<file path="src/rtl/i2s_pkg.sv">
// Shared types and constants for the I2S slave receiver.
package i2s_pkg;

   localparam int CNT_W = 6;
   localparam logic [CNT_W-1:0] CNT_MAX = '1;

   typedef enum logic {SEEK, RUN} rx_state_t;
   typedef enum logic {CH_LEFT = 1'b0, CH_RIGHT = 1'b1} i2s_ch_t;

endpackage

</file>
<file path="src/rtl/i2s_sync.sv">
// Single-bit multi-flop synchronizer with registered rise/fall strobes
// derived from the synchronized level.
module i2s_sync #(
   parameter int SYNC_STAGES = 2
) (
   input  logic clk,
   input  logic reset_n,
   input  logic d_i,
   output logic level_o,
   output logic rise_o,
   output logic fall_o
);

   logic [SYNC_STAGES-1:0] sync_q;
   logic                   prev_q;
   logic                   rise_q;
   logic                   fall_q;

   // NOTE: registers use non-blocking assignments so every flop samples pre-edge values.
   always_ff @(posedge clk or negedge reset_n) begin
      if (!reset_n) begin
         sync_q <= '0;
         prev_q <= 1'b0;
         rise_q <= 1'b0;
         fall_q <= 1'b0;
      end else begin
         sync_q <= {sync_q[SYNC_STAGES-2:0], d_i};
         prev_q <= sync_q[SYNC_STAGES-1];
         rise_q <= sync_q[SYNC_STAGES-1] & ~prev_q;
         fall_q <= ~sync_q[SYNC_STAGES-1] & prev_q;
      end
   end

   assign level_o = sync_q[SYNC_STAGES-1];
   assign rise_o  = rise_q;
   assign fall_o  = fall_q;

endmodule

</file>
<file path="src/rtl/i2s_rx.sv">
// I2S slave receiver: synchronizes sclk/ws/sdi, deserializes MSB-first words
// and presents left/right pairs on a valid/ready interface with a sticky overrun flag.
module i2s_rx
   import i2s_pkg::*;
#(
   parameter int WIDTH       = 16,  // 8..32
   parameter int SYNC_STAGES = 2    // >= 2
) (
   input  logic             clk,
   input  logic             reset_n,
   input  logic             en,
   input  logic             sclk,
   input  logic             ws,
   input  logic             sdi,
   output logic [WIDTH-1:0] out_left,
   output logic [WIDTH-1:0] out_right,
   output logic             out_valid,
   input  logic             out_ready,
   output logic             ovr,
   input  logic             ovr_clr
);

   logic sclk_lvl, sclk_rise, sclk_fall;
   logic ws_s, ws_rise, ws_fall;
   logic sdi_s, sdi_rise, sdi_fall;

   i2s_sync #(.SYNC_STAGES(SYNC_STAGES)) u_sync_sclk (
      .clk(clk), .reset_n(reset_n), .d_i(sclk),
      .level_o(sclk_lvl), .rise_o(sclk_rise), .fall_o(sclk_fall));
   i2s_sync #(.SYNC_STAGES(SYNC_STAGES)) u_sync_ws (
      .clk(clk), .reset_n(reset_n), .d_i(ws),
      .level_o(ws_s), .rise_o(ws_rise), .fall_o(ws_fall));
   i2s_sync #(.SYNC_STAGES(SYNC_STAGES)) u_sync_sdi (
      .clk(clk), .reset_n(reset_n), .d_i(sdi),
      .level_o(sdi_s), .rise_o(sdi_rise), .fall_o(sdi_fall));

   logic unused_edges;
   assign unused_edges = ^{sclk_lvl, sclk_fall, ws_rise, ws_fall, sdi_rise, sdi_fall};

   rx_state_t        state_q, state_d;
   i2s_ch_t          ws_prev_q, ws_prev_d;
   logic [WIDTH-1:0] shift_q, shift_d;
   logic [CNT_W-1:0] cnt_q, cnt_d;
   logic             left_ok_q, left_ok_d;
   logic [WIDTH-1:0] left_hold_q, left_hold_d;
   logic [WIDTH-1:0] out_left_q, out_left_d;
   logic [WIDTH-1:0] out_right_q, out_right_d;
   logic             out_valid_q, out_valid_d;
   logic             ovr_q, ovr_d;

   logic             boundary;
   logic             frame_done;
   logic             overrun;
   logic [WIDTH-1:0] word_in;

   // A boundary rise carries the LSB of the word for channel ws_prev.
   assign boundary = sclk_rise && (i2s_ch_t'(ws_s) != ws_prev_q);

   always_ff @(posedge clk or negedge reset_n) begin
      if (!reset_n) state_q <= SEEK;
      else          state_q <= state_d;
   end

   always_comb begin
      state_d = state_q;
      if (!en)                            state_d = SEEK;
      else if (state_q == SEEK && boundary) state_d = RUN;
   end

   always_comb begin
      // NOTE: every target gets a default first so no path leaves a latch behind.
      ws_prev_d   = ws_prev_q;
      shift_d     = shift_q;
      cnt_d       = cnt_q;
      left_ok_d   = left_ok_q;
      left_hold_d = left_hold_q;
      out_left_d  = out_left_q;
      out_right_d = out_right_q;
      out_valid_d = out_valid_q;
      frame_done  = 1'b0;
      overrun     = 1'b0;

      // Current word with this rise's bit placed MSB-justified; bits past WIDTH fall off.
      word_in = shift_q;
      for (int i = 0; i < WIDTH; i++) begin
         if (int'(cnt_q) == WIDTH - 1 - i) word_in[i] = sdi_s;
      end

      if (sclk_rise) ws_prev_d = i2s_ch_t'(ws_s);

      if (!en) begin
         shift_d   = '0;
         cnt_d     = '0;
         left_ok_d = 1'b0;
      end else if (state_q == SEEK) begin
         if (boundary) begin
            shift_d   = '0;
            cnt_d     = '0;
            left_ok_d = 1'b0;
         end
      end else if (sclk_rise) begin
         if (boundary) begin
            shift_d = '0;
            cnt_d   = '0;
            if (ws_prev_q == CH_LEFT) begin
               left_hold_d = word_in;
               left_ok_d   = 1'b1;
            end else if (left_ok_q) begin
               frame_done = 1'b1;
               left_ok_d  = 1'b0;
            end
         end else begin
            shift_d = word_in;
            cnt_d   = (cnt_q == CNT_MAX) ? cnt_q : cnt_q + CNT_W'(1);
         end
      end

      if (frame_done) begin
         if (!out_valid_q || out_ready) begin
            out_left_d  = left_hold_q;
            out_right_d = word_in;
            out_valid_d = 1'b1;
         end else begin
            overrun = 1'b1;
         end
      end else if (out_valid_q && out_ready) begin
         out_valid_d = 1'b0;
      end

      ovr_d = ovr_clr ? 1'b0 : (ovr_q | overrun);
   end

   always_ff @(posedge clk or negedge reset_n) begin
      if (!reset_n) begin
         ws_prev_q   <= CH_LEFT;
         shift_q     <= '0;
         cnt_q       <= '0;
         left_ok_q   <= 1'b0;
         left_hold_q <= '0;
         out_left_q  <= '0;
         out_right_q <= '0;
         out_valid_q <= 1'b0;
         ovr_q       <= 1'b0;
      end else begin
         ws_prev_q   <= ws_prev_d;
         shift_q     <= shift_d;
         cnt_q       <= cnt_d;
         left_ok_q   <= left_ok_d;
         left_hold_q <= left_hold_d;
         out_left_q  <= out_left_d;
         out_right_q <= out_right_d;
         out_valid_q <= out_valid_d;
         ovr_q       <= ovr_d;
      end
   end

   assign out_left  = out_left_q;
   assign out_right = out_right_q;
   assign out_valid = out_valid_q;
   assign ovr       = ovr_q;

endmodule
</file>
<file path="config.mk">
export PLATFORM = sky130hd
export DESIGN_NAME = i2s_rx
export DESIGN_NICKNAME = d
export VERILOG_FILES = /design/src/rtl/i2s_pkg.sv /design/src/rtl/i2s_sync.sv /design/src/rtl/i2s_rx.sv
export SDC_FILE = /design/constraint.sdc
export NUM_CORES = 1
export LEC_CHECK = 0
export BUFFER_PORTS_ARGS = -buffer_cell sky130_fd_sc_hd__buf_2
export CORE_MARGIN = 1.5
export CORE_UTILIZATION = 25
export CTS_CLUSTER_SIZE = 20
export DETAILED_ROUTE_END_ITERATION = 12
export SYNTH_ARGS = -nofsm -noshare
export SYNTH_HDL_FRONTEND = slang
export SYNTH_SLANG_ARGS = --single-unit
export TNS_END_PERCENT = 30
</file>
<file path="constraint.sdc">
create_clock -name clk -period 2 [get_ports clk]
set_clock_uncertainty 0.2 [all_clocks]
set_input_delay 0 -clock clk [delete_from_list [all_inputs] [get_ports clk]]
set_output_delay 0 -clock clk [all_outputs]
set_load 0.01 [all_outputs]
</file>
==> impl.org <==
** Timing
- Derived from the worst setup path, the maximum achievable clock frequency is 511 MHz.
- Unrepaired setup endpoints after global routing :: yes
- For the pin with the worst max-slew slack, the measured transition is 535 ps.
- Final hold violation count :: 0
- After layout, the minimum clock period comes to 1960 ps.
- Of the available clock period, the critical path in the final layout requires 0.979.
- Setup violations remaining at the end of the flow were counted as 0.
- After routing, the total negative slack on setup checks comes to 0 ps.
- Post-route worst setup slack :: 41.8 ps
- Headroom to the max-slew limit came out at 0.643.
- The number of max-slew violations in the final report was 0.

** Global routing
- The initial antenna violation count was 0.
- Grt total ovfl :: 0
- Wire length of the first global-routing pass :: 12400 microns
- Vias in the first global route :: 2464
- Combined global-route utilization of all metal layers :: 0.113
- Entering global routing, the biggest net connects 37 pins.

** Clocking
- In this run, CTS created clock tree buffers numbering 9.
- Clk sinks :: 83
- At the later pin of the worst-skew pair, clock insertion delay measures 340 ps.
- Counting along the longest clock path gives a buffer depth of 2.
- In this run the number of H-tree levels came out at 3.
- Clock Pin Slew Worst Setup and Hold Paths :: 60 ps
- Clock tree synthesis selected as its root buffer the cell clkbuf_16.
- CTS tree :: yes

** Final layout
- Antenna Diode Count :: 0
- The finished cells cover 4350 sq um.
- In the layout the commonest cells are 82 x dfrtp_1, 40 x buf_2, 36 x nor2_1.
- Registers take 2080 sq um.
- Area of combinational cells with multiple inputs :: 1240 sq um
- Fraction of layout cells with a size suffix above 1 :: 0.286
- The library cell used most frequently in the layout, excluding fill and tap cells, is dfrtp_1.
- Area added between synthesis and finish :: 29.7%
- Final-stage net count :: 381
- The layout has 1328 filler cells.

** Routing
- In this run the remaining antenna-violating nets after routing total 0.
- After detailed routing, the average wire length per cell comes to 13.4 microns.
- DRC :: 0
- In the routed layout, each cell is associated on average with a via count of 4.35.
- Summed over all layers, the routed wires come to 7360 microns.
- Detailed Route Iter0 Violations :: 105
- The routed layout has 2391 vias.
- Pre-antenna DRT Iters :: 4

** Flow run
- Number of max-cap violations :: 0

** Setup path
- Number of cells traversed by the worst register-to-register path :: 6
- In this design, the stage delay of the slowest critical-path cell is 410 ps.
- List of cells traversed by the critical path :: ha_1, nor3b_1, buf_4, nand3_1, mux2i_2, o21ai_0
- RR Startpoint :: cnt_q[0]$_DFFE_PN0P_
- Type of the worst setup path :: reg2reg
- Crit Reg-Reg Endpoint :: shift_q[0]$_DFFE_PN0P_
- Type of origin of the critical path :: flop
- Data on the critical path is required at its endpoint by 2020 ps.
- STA classifies the critical path endpoint as a flop.
- Timing startpoint of the critical path :: cnt_q[0]$_DFFE_PN0P_
- Setup slack on the worst flop-to-flop path :: 40 ps
- Crit-path max FO :: 6
- At the worst endpoint, the arrival time is 1980 ps.
- The slowest stage of the critical path belongs to the cell dfrtp_2.

** Synth
- Mux contribution to synthesized area :: 0.111
- Fraction of synthesis flops using an asynchronous set or reset pin :: 1.00
- During synthesis, Yosys emitted a total of 0 warnings.
- Register bit total from synthesis :: 83
- Synthesized area :: 3360 sq um
- Of the total synthesized cell area, the portion taken by full adders, half adders and majority gates is 0.0149.
- Of the total synthesized cell area, the portion taken by AND, OR, NAND and NOR gates is 0.132.
- EDFF count, synth :: 0
- The compound-cell area share of the yosys netlist is 0.0966.
- The cell count after synthesis came out at 301.
- For this run, the register share of the synthesized area comes to 0.619.
- Number of different library cells in the post-synthesis netlist :: 30
- The most used flip-flop cell after synthesis is dfrtp_1.
- Xor/xnor cell area share of the yosys netlist :: 0.00261
- Syn Nets :: 313
- By area, the combinational part of the netlist is dominated by simple AND/OR/NAND/NOR gates.
- After synthesis, the mean cell area works out to 11.1 sq um.

** Power and ir drop
- IR analysis of the VDD net gives a maximum drop of 0.425 mV.
- Final Total Pwr :: 3.86 mW
- In this run the power density over the cells is 888 nW/um^2.
- Leakage power :: 2.16 nW

** Floorplan
- The floorplan step set the die height to 119 microns.
- Die width :: 119 microns
- Area of the core :: 13200 sq um
- The floorplan has 42 rows.
- The initial utilization of the core area, before any placement, comes to 0.254.
- The die covers 14100 sq um.
- During I/O placement, the number of pins put on the boundary was 42.

** Place
- Port buffer count :: 41
- The congestion estimate from routability-driven global placement came to 0.865.
- Placed wire-length estimate :: 4850 microns
- Prior to clock tree synthesis, the placed netlist has a worst setup slack of 112 ps.
- Cell area after placement :: 3920 sq um

** Worst hold path
- In this run the worst hold path is classified as in2async.

** Outcome
- The flow ran to the end, and the final reports show no timing, DRC or antenna violations.
## kinds of logic (layout without fill, tap and decap cells)
group / after synthesis / count (layout)
XOR/XNOR: 1 / 1
flip-flops: 83 / 83
AND/OR/NAND/NOR: 98 / 98
multiplexers: 35 / 35
adder cells (fa/ha/maj): 4 / 4
buffers and inverters: 20 / 93
AO/OA/AOI/OAI: 60 / 60
## final cells by class
class,count,share of cell area
flip-flops and latches,83,0.477
well taps,176,0.0506
multi-input cells,198,0.285
inverters,5,0.00431
repair buffers,72,0.114
clock buffers,9,0.0517
clock inverters,7,0.0170
## worst max path at each step
stage                                       to  slack (ps)  cells past startpoint
floorplan              shift_q[10]$_DFFE_PN0P_         190                      5
global placement      out_left[12]$_DFFE_PN0P_         120                      4
detailed placement        cnt_q[3]$_DFFE_PN0P_         110                      5
CTS                       cnt_q[3]$_DFFE_PN0P_         100                      6
global route        left_hold_q[0]$_DFFE_PN0P_         -60                      6
finish                  shift_q[0]$_DFFE_PN0P_          40                      6
## sequential cells by signal (all words and copies together), names as in the netlist
name                cells
ws_prev_q               1
out_left               16
out_right              16
u_sync_sclk.prev_q      1
u_sync_sclk.sync_q      2
u_sync_ws.sync_q        2
left_ok_q               1
state_q                 1
u_sync_sclk.rise_o      1
u_sync_sdi.sync_q       2
ovr                     1
left_hold_q            16
out_valid               1
shift_q                16
cnt_q                   6
## routing by layer
metal  global-route usage  vias to the layer above  part of all wire  routed length (microns)
met3               0.0354                       10             0.046                      341
met5                    0                        -                 0                        0
met4               0.0467                        0             0.018                      133
met2                0.185                       50              0.49                     3620
li1                     -                     1163                 -                        -
met1                0.137                     1168              0.44                     3270
## critical path: cells and delay by family (launching register included)
family	cells	cell delay [ps]
compound gates	1	110
mux	1	280
flops	1	410
fa+ha+maj	1	210
buf+inv	1	210
simple gates	2	420
## where the power goes
group | leakage [nW] | internal [mW] | total (mW) | switching, mW
sequential | 1.11 | 1.81 | 1.88 | 0.0707
combinational | 0.906 | 0.150 | 0.325 | 0.175
clock | 0.147 | 0.975 | 1.66 | 0.686
total | 2.16 | 2.93 | 3.86 | 0.932
## timing repair
| action | CTS | global route |
|---|---|---|
| endpoints found under the setup margin | 0 | 21 |
| buffers inserted | 0 | 1 |
| hold endpoints to repair | 90 | 0 |
| resized for setup | 0 | 8 |
| hold buffers | 9 | 0 |
## through the flow
step                      std cells  utilization  hold slack, ps
final                           550        0.330            7.59
after global routing            550        0.330            22.6
after global placement          524        0.297            -246
after CTS                       549        0.327            9.12
after detailed placement        524        0.297            -245
after floorplan                 301            -            -496
## synthesized netlist by cell type, types with 3 or more instances
cell      instances  share of area
inv_1             5         0.0056
o21ai_0          17          0.025
nor2b_1           4         0.0075
nand2b_1          3         0.0056
mux2_2           17          0.057
a21oi_1          35          0.052
mux2i_1          18          0.054
nor3b_1           5          0.011
nand3_1           8          0.012
ha_1              4          0.015
clkbuf_1         10          0.011
nor2_1           36          0.040
nand2_1          33          0.037
dfrtp_1          83           0.62
buf_2             5         0.0075
No activity file was read; power rests on OpenSTA's default activity.
